[src/rtl/alm_pkg.sv]
// Shared types and defaults for the approximate-log-multiplier dot-product accumulator.
package alm_pkg;

   typedef enum logic [1:0] {
      IDLE  = 2'd0,
      ACCUM = 2'd1,
      DONE  = 2'd2
   } state_e;

   localparam int ALM_PROD_W = 32;
   localparam int ALM_ACC_W  = 40;
   localparam int ALM_LEN_W  = 8;

   // Two's-complement add overflow: operands agree in sign, result does not.
   function automatic logic add_ovf(input logic a_sign, input logic b_sign, input logic s_sign);
      return (a_sign == b_sign) && (s_sign != a_sign);
   endfunction

endpackage

[src/rtl/alm_sat_add.sv]
// Combinational signed adder with overflow flag; clamps on overflow when ALM_DOT_ACC_SAT_EN is defined.
module alm_sat_add
   import alm_pkg::*;
#(
   parameter int W = ALM_ACC_W
) (
   input  logic signed [W-1:0] a_i,
   input  logic signed [W-1:0] b_i,
   output logic signed [W-1:0] sum_o,
   output logic                ovf_o
);

   logic signed [W-1:0] raw;

   assign raw   = a_i + b_i;
   assign ovf_o = add_ovf(a_i[W-1], b_i[W-1], raw[W-1]);

`ifdef ALM_DOT_ACC_SAT_EN
   localparam logic signed [W-1:0] MAX_V = {1'b0, {(W-1){1'b1}}};
   localparam logic signed [W-1:0] MIN_V = {1'b1, {(W-1){1'b0}}};

   // Overflow direction follows the shared operand sign.
   assign sum_o = ovf_o ? (a_i[W-1] ? MIN_V : MAX_V) : raw;
`else
   assign sum_o = raw;
`endif

endmodule

[src/rtl/alm_dot_accumulator.sv]
// Streams signed products into a wide accumulator and presents the held vector sum.
// Build option: ALM_DOT_ACC_SAT_EN selects saturating instead of wrapping accumulation.
module alm_dot_accumulator
   import alm_pkg::*;
#(
   parameter int PROD_W = ALM_PROD_W,
   parameter int ACC_W  = ALM_ACC_W,
   parameter int LEN_W  = ALM_LEN_W
) (
   input  logic              i_clk,
   input  logic              i_rst_n,
   input  logic              i_start,
   input  logic [LEN_W-1:0]  i_len,
   output logic              o_busy,
   input  logic              i_prod_valid,
   input  logic [PROD_W-1:0] i_prod,
   output logic              o_prod_ready,
   output logic              o_acc_valid,
   output logic [ACC_W-1:0]  o_acc,
   input  logic              i_acc_ready,
   output logic              o_ovf
);

   state_e               state_q;
   logic signed [ACC_W-1:0] acc_q;
   logic signed [ACC_W-1:0] acc_d;
   logic signed [ACC_W-1:0] prod_ext;
   logic [LEN_W-1:0]     cnt_q;
   logic                 ovf_q;
   logic                 add_ovf_d;
   logic                 busy_q;
   logic                 prod_rdy_q;
   logic                 acc_vld_q;

   assign prod_ext = {{(ACC_W-PROD_W){i_prod[PROD_W-1]}}, i_prod};

   alm_sat_add #(.W(ACC_W)) u_add (
      .a_i   (acc_q),
      .b_i   (prod_ext),
      .sum_o (acc_d),
      .ovf_o (add_ovf_d)
   );

   always_ff @(posedge i_clk or negedge i_rst_n) begin
      if (!i_rst_n) begin
         state_q    <= IDLE;
         acc_q      <= '0;
         cnt_q      <= '0;
         ovf_q      <= 1'b0;
         busy_q     <= 1'b0;
         prod_rdy_q <= 1'b0;
         acc_vld_q  <= 1'b0;
      end else begin
         case (state_q)
            IDLE: begin
               if (i_start) begin
                  acc_q  <= '0;
                  ovf_q  <= 1'b0;
                  busy_q <= 1'b1;
                  if (i_len != '0) begin
                     cnt_q      <= i_len;
                     state_q    <= ACCUM;
                     prod_rdy_q <= 1'b1;
                  end else begin
                     state_q   <= DONE;
                     acc_vld_q <= 1'b1;
                  end
               end
            end
            ACCUM: begin
               if (i_prod_valid) begin
                  acc_q <= acc_d;
                  cnt_q <= cnt_q - LEN_W'(1);
                  if (add_ovf_d) ovf_q <= 1'b1;
                  if (cnt_q == LEN_W'(1)) begin
                     state_q    <= DONE;
                     prod_rdy_q <= 1'b0;
                     acc_vld_q  <= 1'b1;
                  end
               end
            end
            DONE: begin
               // A start seen on the release edge is dropped, not queued.
               if (i_acc_ready) begin
                  state_q   <= IDLE;
                  acc_vld_q <= 1'b0;
                  busy_q    <= 1'b0;
               end
            end
            default: begin
               state_q    <= IDLE;
               busy_q     <= 1'b0;
               prod_rdy_q <= 1'b0;
               acc_vld_q  <= 1'b0;
            end
         endcase
      end
   end

   assign o_busy       = busy_q;
   assign o_prod_ready = prod_rdy_q;
   assign o_acc_valid  = acc_vld_q;
   assign o_acc        = acc_q;
   assign o_ovf        = ovf_q;

endmodule

[config.mk]
export PLATFORM = sky130hd
export DESIGN_NAME = alm_dot_accumulator
export DESIGN_NICKNAME = d
export VERILOG_FILES = /design/src/rtl/alm_pkg.sv /design/src/rtl/alm_sat_add.sv /design/src/rtl/alm_dot_accumulator.sv
export SDC_FILE = /design/constraint.sdc
export NUM_CORES = 1
export LEC_CHECK = 0
export ABC_CLOCK_PERIOD_IN_PS = 3400
export BUFFER_PORTS_ARGS = -buffer_cell sky130_fd_sc_hd__buf_2
export CAP_MARGIN = 20
export CORE_ASPECT_RATIO = 2
export CORE_MARGIN = 1
export CORE_UTILIZATION = 57
export DETAILED_ROUTE_END_ITERATION = 8
export PLACE_DENSITY = 0.82
export SETUP_SLACK_MARGIN = 0.02
export SYNTH_ARGS = -nofsm -noshare
export SYNTH_HDL_FRONTEND = slang
export SYNTH_SLANG_ARGS = --single-unit
export TNS_END_PERCENT = 1
[constraint.sdc]
create_clock -name i_clk -period 3.4 [get_ports i_clk]
set_input_delay 0.17 -clock i_clk [delete_from_list [all_inputs] [get_ports i_clk]]
set_output_delay 0.17 -clock i_clk [all_outputs]
set_load 0.02 [all_outputs]
; Yosys cells after proc, flatten, opt, wreduce, memory -nomap -nowiden
; Index checks and enable logic that the tools add are counted.
; Widths: inputs -> output; s select.
[op_classes]
add_sub_neg = 2
eq_ne = 12
mux = 30
bitwise = 2
reduce_logical = 11
[op_table]
columns = cell, count
row1 = $mux 40, 2
row2 = $pmux 40 s2, 1
row3 = $add 40x32->40, 1
row4 = $mux 8, 3
row5 = $pmux 8 s2, 1
row6 = $ne 2x2->1 const B, 7
row7 = $mux 1, 13
row8 = $reduce_and 4->1, 3
row9 = $mux 2, 5
row10 = $reduce_and 5->1, 2
row11 = $pmux 1 s3, 3
row12 = $eq 8x1->1 const B, 1
row13 = $reduce_bool 8->1, 1
row14 = $sub 8x1->8 const B, 1
row15 = $pmux 2 s3, 1
row16 = $reduce_and 3->1, 2
row17 = $eq 2x1->1 const B, 1
row18 = $eq 2x2->1 const B, 1
row19 = $logic_not 2->1, 1
row20 = $not 1->1, 2
row21 = $pmux 1 s2, 1
row22 = $reduce_bool 2->1, 1
row23 = $eq 1x1->1, 1
row24 = $logic_and 1x1->1, 1
row25 = $ne 1x1->1, 1
[word_totals]
reg_bits = 54
output_inout_bits = 44
wordCells = 64

; Depth between registers and ports, before layout
[depth]
depth_word = 6
mapped_depth = 12

; Modules after synthesis
; Synthesis repeated with hierarchy kept, for this count alone.
[hier_totals]
cells_unflattened = 492
area_unflattened_um2 = 4520.6
[by_module_without_submodules]
columns = mod, n_inst, cells_per_inst, area_each_um2, seq_area_each_um2
row1 = alm_dot_accumulator, 1, 189, 2349.8, 1351.3
row2 = alm_sat_add, 1, 303, 2170.8, 0.0

; Least setup slack after synthesis
; OpenSTA, ideal clock, no wires.
[synth_timing]
kind = register to register
startpoint = reg acc_q[3] (netlist: o_acc[3])
endpoint = reg ovf_q (netlist: o_ovf)
t_arrival_ns = 2.893
setup_slack_ns = 0.386
path_stages_with_launch = 11
path_buffers = 0
synth_period_minus_slack_ns = 3.014
path_cell_list = dfrtp_1 > ha_1 > o211ai_1 > o211a_1 > or4b_4 > a311o_1 > a21oi_2 > o221ai_2 > and3_4 > mux2_4 > a22o_1
[synth_between]
elab_chain_cells = 5
[synth_rtl]
columns = element, line_no
row1 = start: declaration, alm_dot_accumulator.sv:25  ; logic signed [ACC_W-1:0] acc_q;
row2 = start signal: assignment, alm_dot_accumulator.sv:47  ; acc_q <= '0;
row3 = start signal: assignment, alm_dot_accumulator.sv:57  ; acc_q <= '0;
row4 = start signal: assignment, alm_dot_accumulator.sv:72  ; acc_q <= acc_d;
row5 = $add 40x32->40, alm_sat_add.sv:15  ; assign raw = a_i + b_i;
row6 = $ne 1x1->1, alm_pkg.sv:16  ; return (a_sign == b_sign) && (s_sign != a_sign);
row7 = $logic_and 1x1->1, alm_pkg.sv:16
row8 = $ne 2x2->1 (no line), n/a
row9 = $reduce_and 4->1 (no line), n/a
row10 = end signal: assignment, alm_dot_accumulator.sv:49  ; ovf_q <= 1'b0;
row11 = end signal: assignment, alm_dot_accumulator.sv:58  ; ovf_q <= 1'b0;
row12 = end signal: assignment, alm_dot_accumulator.sv:74  ; if (add_ovf_d) ovf_q <= 1'b1;
row13 = end: declaration, alm_dot_accumulator.sv:29  ; logic ovf_q;
; No other way between the ends.
; A chain may end at the register's enable or synchronous reset.

; Worst setup path in the final report
; Same ends and word-level chain as after synthesis.

==> metrics.md <==
| Metric | Value |
|---|---|
| Share of post-route cells with drive strength above 1 | roughly a fifth |
| Crit path DAT | approximately 3.4 ns |
| DR vias | 4438 |
| Setup TNS | 0 ns |
| Async set-or-reset flop fraction in the synthesized netlist | 100% |
| TritonRoute pass-1 iters | 5 |
| Htree depth | 2 |
| CP cell instances | ha_1 > o211ai_1 > o211a_1 > or4b_4 > a311o_1 > a21oi_2 > o221ai_2 > and3_4 > mux2_4 > a22o_1 |
| Slowest cell on crit path | or4b_4 |
| Most common cell in the netlist | o21ai_0 |
| Min-Delay Path Depth | 3 |
| Die Area | around 8300 µm² |
| Synth Register Bits | 54 |
| Yosys top cell by area | dfrtp_1 |
| HPWL Detailed | 9170 µm |
| Rows | 45 |
| Synth top area cells | dfrtp_1 (30%), ha_1 (11%), o21ai_0 (7.7%) |
| Wire length per cell | approximately 17 µm |
| Logic gate share of total power | a little over three fifths |
| Largest net degree at the start of global routing | 32 |
| Status | finished clean |
| Hold Path End | cnt_q[0] |
| Nets | between 700 and 800 |
| Period minus WS final | ~3.2 ns |
| Cell leakage power | 0.00254 µW |
| Starting Density | 59.1% |
| TritonCTS clock tree | yes |
| Gpl congestion | 0.955 |
| Main synth FF type | dfrtp_1 |
| Final Hold Viols | 0 |
| Longest Clk Path Bufs | 2 |
| Worst Path Max Fanout | 4 |
| I/O Buffers | 88 |
| Peak supply drop | just over 0.6 mV |
| Hold Path Class | input port to flip-flop |
| Vias in the first global route | about 4500 |
| Detailed Route WL | approximately 12000 µm |
| Clock power frac | between 10% and 20% |
| Initial antenna violation count | 0 |
| First-pass GRT wire length | slightly below 20000 µm |
| CTS sink count | 54 |
| Via/cell ratio | slightly above 6 |
| First DRT Iteration DRCs | about 310 |
| Mapped Nets | 636 |
| Clock Skews | between 0.005 and 0.006 ns |
| Distinct cells, synth | 62 |
| Area delta synth->final | 12.7% |
| DRC Markers | 0 |
| Core ar. | about 7700 µm² |
| R2r setup slk | between 0.2 and 0.25 ns |
| Die height | 128 µm |
| Fmax | roughly 310 MHz |
| Seq/Total Area, Yosys | 29.9% |
| Slew margin rel. | approximately 59% |
| Total GRT Usage | a little under a third |
| Sw power | between 2000 and 2500 µW |
| Kind of critical path | flip-flop to flip-flop |
| ANT nets after route | 0 |
| Int Pwr | approximately 2400 µW |
| Total gr overflow | 0 |
| Final Cycle Share | around 94% |
| Post-Syn Area | between 4000 and 5000 µm² |
| Synth top area share | about 30% |
| Switching part of the total | between 40% and 50% |
| Critical R2R Capture | o_ovf |
| TritonCTS Buffers | 5 |
| Post-synth EDFFs | 0 |
| Hold_sp | i_len[0] |
| Worst Setup Start Kind | flip-flop |
| Slowest stage delay, CP | ~0.56 ns |
| # diodes | 0 |
| Worst r2r path cells | 10 |
| Worst r2r src | o_acc[3] |
| Total power | about 4700 µW |
| Synth Warn # | 0 |
| Mean post-synth cell area | 8.24 µm² |
| Die W | 65.0 µm |
| Final setup fails | 0 |
| P per Cell Area | approximately 900 nW/µm² |
| Skew-Pair Late Insertion Delay | about 0.30 ns |
| Pins over their slew limit | 0 |
| Post-Syn Instances | ~550 |
| Root buffer cell | clkbuf_16 |
| RSZ-0062 raised after global routing | no |
| # IOs | between 80 and 90 |
| Clock transition at path regs | ~0.07 ns |
| Register share of total power | between 20% and 30% |
| Synth top cells by count | o21ai_0 (70), nand2_1 (66), dfrtp_1 (54), a21oi_1 (44), ha_1 (41) |
| Max Cap Viol | 0 |
| Least-Margin Pin Slew | 0.608 ns |
| Critical path required time | around 3.6 ns |
| CP endpoint kind | flip-flop |
[routing by layer]
metal	vias to the layer above	GRT usage (%)	part of all wire [%]
met5	-	0	0
met3	42	4.54	4.3
met4	0	15.2	4.2
met1	2118	29.5	35
li1	2130	-	-
met2	148	58.1	56
[through the flow]
step | hold slack, ns | area [µm²] | setup slack, ns | cells | util (%)
final | 0.119 | 5100 | 0.201 | 712 | 66.6
after global routing | 0.146 | 5100 | 0.0324 | 712 | 66.6
after CTS | 0.129 | 5090 | 0.201 | 712 | 66.4
after detailed placement | 0.205 | 4910 | 0.229 | 704 | 64.2
after global placement | 0.193 | 4910 | 0.270 | 704 | 64.2
after floorplan | -0.126 | 4520 | 0.386 | 549 | -
[timing repair]
item | in CTS | in global routing
hold endpoints to repair | 24 | 0
setup buffers | 0 | 0
gates resized for setup | 0 | 2
endpoints found under the setup margin | 0 | 2
hold buffers | 1 | 0
[cell usage in the layout, fill, tap and decap left out, drive strengths merged, types with 5 or more instances in the layout]
cell,count
a211oi,7
a21o,25
a21oi,45
a22o,5
a31oi,6
buf,92
clkbuf,5
dfrtp,54
ha,41
inv,15
nand2,66
nand2b,6
nand3,12
nand4,10
nor2,40
nor3,17
o21ai,71
o21bai,7
xnor2,15
xor2,18
[power groups by stage]
| stage | combinational, µW | sequential (µW) | clock [µW] |
|---|---|---|---|
| floorplan | 2050 | 1340 | 0 |
| global placement | 2870 | 1130 | 0 |
| detailed placement | 2950 | 1150 | 0 |
| CTS | 2970 | 1140 | 603 |
| global route | 3300 | 1180 | 621 |
| finish | 2990 | 1140 | 597 |
[worst max-delay path by stage]
stage / start / to / depth (start not counted)
2_1_floorplan: o_acc[3] / o_ovf / 10
3_3_place_gp: o_acc[0] / o_acc[30] / 13
3_5_place_dp: o_acc[0] / o_acc[38] / 13
4_1_cts: o_acc[0] / o_acc[38] / 13
5_1_grt: o_acc[0] / o_acc[38] / 13
6_report: o_acc[3] / o_ovf / 10
[state kept, by name, summed over array words and instances (netlist names)]
name	count
o_ovf	1
cnt_q	8
o_acc_valid	1
o_prod_ready	1
state_q	2
o_acc	40
o_busy	1
[cell type report]
type	instances	area [µm²]
flip-flops and latches	54	1350
inverters	15	56.3
well taps	94	118
clock buffers	5	125
repair buffers	93	480
fillers	715	2560
multi-input cells	449	2930
clock inverters	2	38.8
[critical path: cells and delay by family, from the launching register on]
kind,cells,cell delay [ns]
adders and majority gates,1,0.37
and+or+nand+nor,2,0.75
AOI/OAI and AO/OA,6,1.31
DFF,1,0.40
muxes,1,0.26
[kinds of logic after synthesis]
| kind of cell | count (synthesis) | synth area share, % |
|---|---|---|
| compound gates | 200 | 27.7 |
| xor+xnor | 33 | 6.39 |
| fa+ha+maj | 42 | 11.8 |
| buf+inv | 46 | 5.92 |
| flops | 54 | 29.9 |
| mux | 3 | 0.802 |
| simple gates | 171 | 17.5 |
(Power assumes the default switching activity.)
